**config.mk**
```make
export PLATFORM = sky130hd
export DESIGN_NAME = pipe_stage_reg
export DESIGN_NICKNAME = d
export VERILOG_FILES = /design/src/rtl/pipe_pkg.sv /design/src/rtl/sat_counter.sv /design/src/rtl/pipe_stage_reg.sv
export SDC_FILE = /design/constraint.sdc
export NUM_CORES = 1
export LEC_CHECK = 0
export CELL_PAD_IN_SITES_DETAIL_PLACEMENT = 0
export CELL_PAD_IN_SITES_GLOBAL_PLACEMENT = 2
export CORE_MARGIN = 3
export CORE_UTILIZATION = 22
export DETAILED_ROUTE_END_ITERATION = 7
export PLACE_DENSITY_LB_ADDON = 0.1
export SKIP_LAST_GASP = 1
export SYNTH_ARGS = -nofsm -noshare
export SYNTH_HDL_FRONTEND = slang
export SYNTH_HIERARCHICAL = 1
export SYNTH_SLANG_ARGS = --single-unit
```
**constraint.sdc**
```tcl
create_clock -name clk -period 1.9 [get_ports clk]
set_input_delay 0.19 -clock clk [delete_from_list [all_inputs] [get_ports clk]]
set_output_delay 0.19 -clock clk [all_outputs]
set_load 0.02 [all_outputs]
```
**src/rtl/pipe_pkg.sv**
```systemverilog
// pipe_pkg: shared definitions for the MIPS pipeline-stage registers.
//   PC_RESET_DEFAULT : PC value presented by a stage after reset.
//   WDSEL_*          : 4-bit write-data select encodings carried with each
//                      instruction down to the W stage.
//   pipe_ctl_t       : control bundle {pc, regwrite, a3, wdsel} registered by
//                      every stage instance.
//   ctl_from_inputs  : builds a pipe_ctl_t, masking any GRF write to $0.
package pipe_pkg;

  localparam logic [31:0] PC_RESET_DEFAULT = 32'h0000_3000;

  localparam logic [3:0] WDSEL_ALU = 4'd0;
  localparam logic [3:0] WDSEL_MEM = 4'd1;
  localparam logic [3:0] WDSEL_PC8 = 4'd2;
  localparam logic [3:0] WDSEL_HI  = 4'd3;
  localparam logic [3:0] WDSEL_LO  = 4'd4;

  typedef struct packed {
    logic [31:0] pc;
    logic        regwrite;
    logic [4:0]  a3;
    logic [3:0]  wdsel;
  } pipe_ctl_t;

  // $0 is hard-wired to zero, so a write to it is dropped at the register.
  function automatic pipe_ctl_t ctl_from_inputs(input logic [31:0] pc,
                                                input logic        regwrite,
                                                input logic [4:0]  a3,
                                                input logic [3:0]  wdsel);
    pipe_ctl_t c;
    c.pc       = pc;
    c.regwrite = regwrite && (a3 != 5'd0);
    c.a3       = a3;
    c.wdsel    = wdsel;
    return c;
  endfunction

  // True for the write-data selects defined by the core.
  function automatic logic wdsel_known(input logic [3:0] w);
    return (w == WDSEL_ALU) || (w == WDSEL_MEM) || (w == WDSEL_PC8) ||
           (w == WDSEL_HI)  || (w == WDSEL_LO);
  endfunction

endpackage

```
**src/rtl/sat_counter.sv**
```systemverilog
// sat_counter: up-counter that sticks at all-ones instead of wrapping.
//   clk   : clock
//   reset : synchronous, active-high, clears the count
//   inc   : add one this cycle (ignored once saturated)
//   cnt   : current count
module sat_counter #(
  parameter int W = 16
) (
  input  logic         clk,
  input  logic         reset,
  input  logic         inc,
  output logic [W-1:0] cnt
);

  logic [W-1:0] r_cnt;

  always_ff @(posedge clk) begin
    if (reset) begin
      r_cnt <= '0;
    end else if (inc && (r_cnt != {W{1'b1}})) begin
      r_cnt <= r_cnt + {{(W-1){1'b0}}, 1'b1};
    end
  end

  assign cnt = r_cnt;

endmodule

```
**src/rtl/pipe_stage_reg.sv**
```systemverilog
// pipe_stage_reg: valid/ready pipeline-stage register for the E/M/W
// boundaries of the five-stage MIPS core.
//
// Build option: define PIPE_SKID_EN to add a one-entry skid buffer; in_ready
// then comes straight from a flop and has no combinational path from
// out_ready. Without it, in_ready = !out_valid || out_ready.
//
// Ports:
//   clk, reset                  clock; synchronous active-high reset
//   in_valid / in_ready         upstream handshake
//   in_pc, in_regwrite, in_a3,
//   in_wdsel, in_data           incoming instruction fields
//   flush                       kill held and incoming instruction
//   out_valid / out_ready       downstream handshake
//   out_pc, out_regwrite,
//   out_a3, out_wdsel, out_data registered instruction fields
//   stall_cnt                   saturating count of out_valid && !out_ready
//   bubble_cnt                  saturating count of !out_valid
module pipe_stage_reg
  import pipe_pkg::*;
#(
  parameter int          DATA_W   = 64,
  parameter logic [31:0] PC_RESET = PC_RESET_DEFAULT,
  parameter int          CNT_W    = 16
) (
  input  logic              clk,
  input  logic              reset,
  input  logic              in_valid,
  output logic              in_ready,
  input  logic [31:0]       in_pc,
  input  logic              in_regwrite,
  input  logic [4:0]        in_a3,
  input  logic [3:0]        in_wdsel,
  input  logic [DATA_W-1:0] in_data,
  input  logic              flush,
  output logic              out_valid,
  input  logic              out_ready,
  output logic [31:0]       out_pc,
  output logic              out_regwrite,
  output logic [4:0]        out_a3,
  output logic [3:0]        out_wdsel,
  output logic [DATA_W-1:0] out_data,
  output logic [CNT_W-1:0]  stall_cnt,
  output logic [CNT_W-1:0]  bubble_cnt
);

  pipe_ctl_t         r_out_ctl;
  logic [DATA_W-1:0] r_out_data;
  logic              r_out_valid;

  pipe_ctl_t         w_in_ctl;
  logic              w_out_free;
  logic              w_xfer_in;
  logic              w_xfer_out;

  assign w_in_ctl   = ctl_from_inputs(in_pc, in_regwrite, in_a3, in_wdsel);
  assign w_out_free = !r_out_valid || out_ready;
  assign w_xfer_in  = in_valid && in_ready;
  assign w_xfer_out = r_out_valid && out_ready;

`ifdef PIPE_SKID_EN
  pipe_ctl_t         r_skid_ctl;
  logic [DATA_W-1:0] r_skid_data;
  logic              r_skid_full;

  assign in_ready = !r_skid_full;
`else
  assign in_ready = w_out_free;
`endif

  // Stage boundary: input -> output register (plus skid entry when enabled).
  always_ff @(posedge clk) begin
    if (reset) begin
      r_out_valid        <= 1'b0;
      r_out_ctl.pc       <= PC_RESET;
      r_out_ctl.regwrite <= 1'b0;
      r_out_ctl.a3       <= 5'd0;
      r_out_ctl.wdsel    <= WDSEL_ALU;
      r_out_data         <= '0;
`ifdef PIPE_SKID_EN
      r_skid_full        <= 1'b0;
`endif
    end else if (flush) begin
      // Bubble: only the qualifiers are cleared, the fields keep their values.
      r_out_valid        <= 1'b0;
      r_out_ctl.regwrite <= 1'b0;
`ifdef PIPE_SKID_EN
      r_skid_full        <= 1'b0;
`endif
    end else begin
`ifdef PIPE_SKID_EN
      if (r_skid_full) begin
        // A full skid implies a valid output; in_ready is low, so no new
        // instruction can arrive while the skid drains.
        if (out_ready) begin
          r_out_ctl   <= r_skid_ctl;
          r_out_data  <= r_skid_data;
          r_skid_full <= 1'b0;
        end
      end else if (w_xfer_in) begin
        if (w_out_free) begin
          r_out_valid <= 1'b1;
          r_out_ctl   <= w_in_ctl;
          r_out_data  <= in_data;
        end else begin
          r_skid_ctl  <= w_in_ctl;
          r_skid_data <= in_data;
          r_skid_full <= 1'b1;
        end
      end else if (w_xfer_out) begin
        r_out_valid        <= 1'b0;
        r_out_ctl.regwrite <= 1'b0;
      end
`else
      if (w_xfer_in) begin
        r_out_valid <= 1'b1;
        r_out_ctl   <= w_in_ctl;
        r_out_data  <= in_data;
      end else if (w_xfer_out) begin
        r_out_valid        <= 1'b0;
        r_out_ctl.regwrite <= 1'b0;
      end
`endif
    end
  end

  assign out_valid    = r_out_valid;
  assign out_pc       = r_out_ctl.pc;
  assign out_regwrite = r_out_ctl.regwrite;
  assign out_a3       = r_out_ctl.a3;
  assign out_wdsel    = r_out_ctl.wdsel;
  assign out_data     = r_out_data;

  sat_counter #(.W(CNT_W)) u_stall_cnt (
    .clk   (clk),
    .reset (reset),
    .inc   (r_out_valid && !out_ready),
    .cnt   (stall_cnt)
  );

  sat_counter #(.W(CNT_W)) u_bubble_cnt (
    .clk   (clk),
    .reset (reset),
    .inc   (!r_out_valid),
    .cnt   (bubble_cnt)
  );

endmodule
```
Word-level counts from Yosys, hierarchy flattened
Cells that the tools add are included.
Cells by class
  add/subtract/negate cells: 2
  equal/unequal tests: 2
  muxes and demuxes: 3
  bitwise gates (word level): 1
  reduce and logical (&&, ||, !) cells: 13
Operator list (number)
  16-bit by 1-bit adder with 16-bit output, second input constant: 2
  16-bit != test, second input constant: 2
  1-bit logical AND: 6
  5-bit nonzero test: 1
  1-bit two-way mux: 3
  1-bit zero test: 2
  2-bit AND reduction: 1
  2-bit nonzero test: 1
  2-bit OR reduction: 1
  1-bit logical OR: 1
  1-bit NOT: 1
Word-level totals
  flip-flop bits (word level): 139
  input bits: 111
  output and inout bits: 140

Depth between registers and ports, before layout
  depth after elaboration: 4
  depth in mapped cells: 8
  gate-level depth less buffers: 5

By module
Netlist, hierarchy kept.
Modules (own cells, without submodules)
  pipe_stage_reg: instances 1, cells each 474, area each 3767.4 um^2, sequential area each 2142.1 um^2
  sat_counter: instances 2, cells each 99, area each 848.3 um^2, sequential area each 320.3 um^2

Worst setup path before layout
Ideal clock, no wire load.
  path kind: register to register
  start: reg u_bubble_cnt.r_cnt[8], in the netlist u_bubble_cnt/cnt[8]
  end: reg u_bubble_cnt.r_cnt[15], in the netlist u_bubble_cnt/cnt[15]
  arrival: 1671 ps
  slack: 159 ps
  stages on the path, launching flop included: 5
  path buffers: 0
  clock period less this slack: 1741 ps
  cell sequence: dfxtp_1 -> nand2_2 -> or4_1 -> or4_1 -> a21oi_1
On the way
  longest elaborated chain between the ends: 2
  elaborated cells on any way between the ends: 3
  those cells by class: add/sub (1); eq/ne (1); reduce/logical (1)
Ends and longest elaborated chain
  from (decl): line sat_counter.sv:15  | logic [W-1:0] r_cnt;
  from (signal assigned): line sat_counter.sv:21  | r_cnt <= r_cnt + {{(W-1){1'b0}}, 1'b1};
  parallel branches: the longest is 2 deep, another holds 16-bit by 1-bit adder with 16-bit output
Parallel ways; which one is timed is not known.
A chain may end at the register's enable or synchronous reset.

Worst setup path in the final report
  start: reg r_out_valid, in the netlist out_valid
  end: out in_ready
On the way
  longest elaborated chain between the ends: 2
Ends and longest elaborated chain
  from (decl): line pipe_stage_reg.sv:49  | logic r_out_valid;
  from (signal assigned): line pipe_stage_reg.sv:74  | r_out_valid <= 1'b0;
  from (signal assigned): line pipe_stage_reg.sv:85  | r_out_valid <= 1'b0;
  from (signal assigned): line pipe_stage_reg.sv:116  | r_out_valid <= 1'b1;
  1-bit zero test: line pipe_stage_reg.sv:57  | assign w_out_free = !r_out_valid || out_ready;
  1-bit logical OR: line pipe_stage_reg.sv:57
  to (decl): line pipe_stage_reg.sv:29  | output logic in_ready,
No other way between the ends.

==> results.cfg <==
[outcome]
status = finished clean

[synth]
yosysMostFrequentCell = nand2_1
synth_area_leaders = dfxtp_1, nand2_1, a21oi_1
synth_compound_area_share_pct = 15.0
synth-seq-area-share_pct = 50.9
ys_warn_count = 6
synth_top_family_by_area = simple AND/OR/NAND/NOR gates
synth_fp_nets = 785
synth-adder-area-share_pct = 0.458
synth.distinct_cells = 36
synth.mux.area_fraction_pct = 0.779
synth_top_area_share_pct = 50.9
synth_xor_area_share_pct = 0.641
netlist_top_cells_count = nand2_1, dfxtp_1, a21oi_1
synth_area_per_cell_um2 = 8.13
syn_area_um2 = 5460
async_reset_ff_share_pct = 0
synthSimpleGateAreaFrac_pct = 27.0
ys.flop_type = dfxtp_1
synth_cells = 672
synth_edf_count = 0
yosys.area.top_type = dfxtp_1
ys_seq_elements = 139

[timing]
final_max_slew_viol_count = 0
period_share_pct = 93.6
finClkSkew_ps = 11.1
hold_viol_final = 0
rsz0062_at_grt = no
period_needed_ps = 1780
max_freq_mhz = 562
relSlewSlack_pct = 60.2
setup_violations = 0
holdWs_ps = 117
tightest_slew_ps = 589
fin_setup_tns_ps = 0

[clock_network]
clk_latency_ps = 410
post_cts_resized = 2
cts.sinks = 139
clkTransAtPathRegs_ps = 60
numCtsBuffers = 17
root_buffer = clkbuf_16
cts_hold_buf = 0
cts_setup_buffers = 0
cts_tree = built
clock_path_buffers = 2
htreeDepth = 4

[detailed_routing]
drcViolationCount = 0
drtPass1Iterations = 4
wl_per_cell_um = 14.9
routed_wl_um = 18900
vias = 5523
postRouteAntennaNets = 0
viasPerCell = 4.35
first_iter_violations = 239

[floorplan]
core_area_um2 = 24400
rows = 57
dieWidth_um = 164
die-area_um2 = 26800
initial_core_util_pct = 22.4
die_y_um = 164
io_pins = 251

[global_routing]
antenna_found_initial = 0
grt_util_met3_pct = 5.00
use_met2_pct = 22.8
grt_max_degree = 78
overflow = 0
grtUsageMet1_pct = 16.4
grt_pass1_wl_um = 28900
grt-busiest-layer = met2
first_global_vias = 5289
grt_util_all_layers_pct = 13.7

[critical_path]
critPathMaxStageDelay_ps = 440
cp.required_ps = 1710
reg2reg_slack_ps = 140
reg2reg_depth = 4
end_kind = output pin
r2r-start = u_stall_cnt/cnt[7]$_SDFFE_PP0P_
cp_max_fo = 12
critical_path_class = reg -> out
critical_path.startpoint_type = flip-flop
worstPathArrival_ps = 1590
path_buf_inv = 3
reg2reg_to = u_stall_cnt/cnt[15]$_SDFFE_PP0P_
worst_path_max_delay_cell = dfxtp_1
crit_chain = nor2b_2 -> buf_12 -> inv_1 -> dlygate4sd2_1
cp_top_family = buffers and inverters

[place]
port_buffers = 250
numPlacedInstances = 1237
place.gp.congestion = 0.766
hpwl_um = 13700

[finish]
final_cell_count_no_fill = 1269
final_nets = 1045
drive_above_1_share_pct = 8.16
fillers = 2505
layout-area-overhead-vs-synth_pct = 68.7

[power]
comb_power_share_pct = 11.9
totalPowerFinal_uw = 7990
internal_power_uw = 6140
seq_power_share_pct = 38.7
ir_drop_mv = 0.497
sw_frac_of_total_pct = 23.1
p_leak_uw = 0.00325
switching_power_uw = 1850
power.density_nw_per_um2 = 867
p_clk_share_pct = 49.4

[hold_path]
hp-start = reset
hold_path_depth = 2
min_path_type = in -> reg
whs_endpoint = u_stall_cnt/cnt[10]$_SDFFE_PP0P_

[run]
maxCapViolations = 0
stage by stage:
| stage | util [%] | area [um^2] | setup WS [ps] |
|---|---|---|---|
| after floorplan | - | 5460 | 159 |
| after global placement | 34.9 | 8520 | -76.6 |
| after detailed placement | 34.9 | 8520 | -96.2 |
| after CTS | 37.8 | 9210 | 90.9 |
| after global routing | 37.8 | 9210 | 26.3 |
| final | 37.8 | 9220 | 121 |
cells in the final DEF (no fill, tap or decap), types with 6 or more instances in the layout:
cell type | Yosys | routed
or3_1 | 7 | 6
or4_1 | 14 | 14
and4_1 | 6 | 6
bufinv_16 | 0 | 7
buf_12 | 0 | 10
nand4_1 | 6 | 6
inv_1 | 9 | 9
o31ai_1 | 12 | 12
dfxtp_1 | 139 | 139
clkbuf_16 | 0 | 17
nand2_1 | 223 | 223
nand3_1 | 14 | 14
o21ai_0 | 8 | 8
buf_4 | 5 | 26
clkdlybuf4s50_1 | 0 | 248
nor2_1 | 14 | 14
a21oi_1 | 123 | 123
nor3_1 | 9 | 9
power by group through the flow:
stage / Clock (uW) / Combinational (uW) / Sequential, uW
floorplan: 0 / 259 / 3290
global placement: 0 / 962 / 3150
detailed placement: 0 / 966 / 3160
CTS: 4080 / 970 / 3090
global route: 4190 / 1030 / 3100
finish: 3940 / 954 / 3090
cells by family (layout without fill, tap and decap cells):
logic type      count (synthesis)  count (layout)
xor+xnor                        4               4
buf+inv                        53             325
other cells                     0               1
compound gates                152             152
mux                             4               4
simple gates                  318             318
flops                         139             139
fa+ha+maj                       2               2
sequential cells by signal, indices dropped and copies added (netlist names):
register / flops
out_data: 64
out_pc: 32
u_bubble_cnt/cnt: 16
u_stall_cnt/cnt: 16
out_a3: 5
out_wdsel: 4
out_regwrite: 1
out_valid: 1
cell type report:
class                   instances  area [um^2]  share of cell area, %
diodes                          1         2.50                 0.0272
clock buffers                  18          429                   4.66
multi-input cells             480         2410                   26.2
well taps                     324          405                   4.40
flip-flops and latches        139         2780                   30.2
clock inverters                13          263                   2.85
repair buffers                285         2890                   31.3
inverters                       9         33.8                  0.367
routing by layer:
layer | wire length (um) | vias to the layer above
met5 | 0 | -
met4 | 259 | 0
met3 | 1540 | 14
met2 | 8900 | 159
met1 | 8240 | 2535
li1 | - | 2815
worst max-delay path by stage:
stage                                     startpoint                                end  cells after the start
floorplan           u_bubble_cnt/cnt[8]$_SDFFE_PP0P_  u_bubble_cnt/cnt[15]$_SDFFE_PP0P_                      4
global placement                           out_ready    u_stall_cnt/cnt[7]$_SDFFE_PP0P_                      7
detailed placement                         out_ready   u_stall_cnt/cnt[15]$_SDFFE_PP0P_                      7
CTS                           out_valid$_SDFFE_PP0P_                           in_ready                      4
global route         u_stall_cnt/cnt[6]$_SDFFE_PP0P_   u_stall_cnt/cnt[15]$_SDFFE_PP0P_                      4
finish                        out_valid$_SDFFE_PP0P_                           in_ready                      4
worst reg2reg max path, cell delays in order, from the launching register on:
cell and delay [ps]:
dfxtp_1 450, nand4_4 200, or4_1 470, or4_1 410, a21oi_1 160
(Power assumes the default switching activity.)
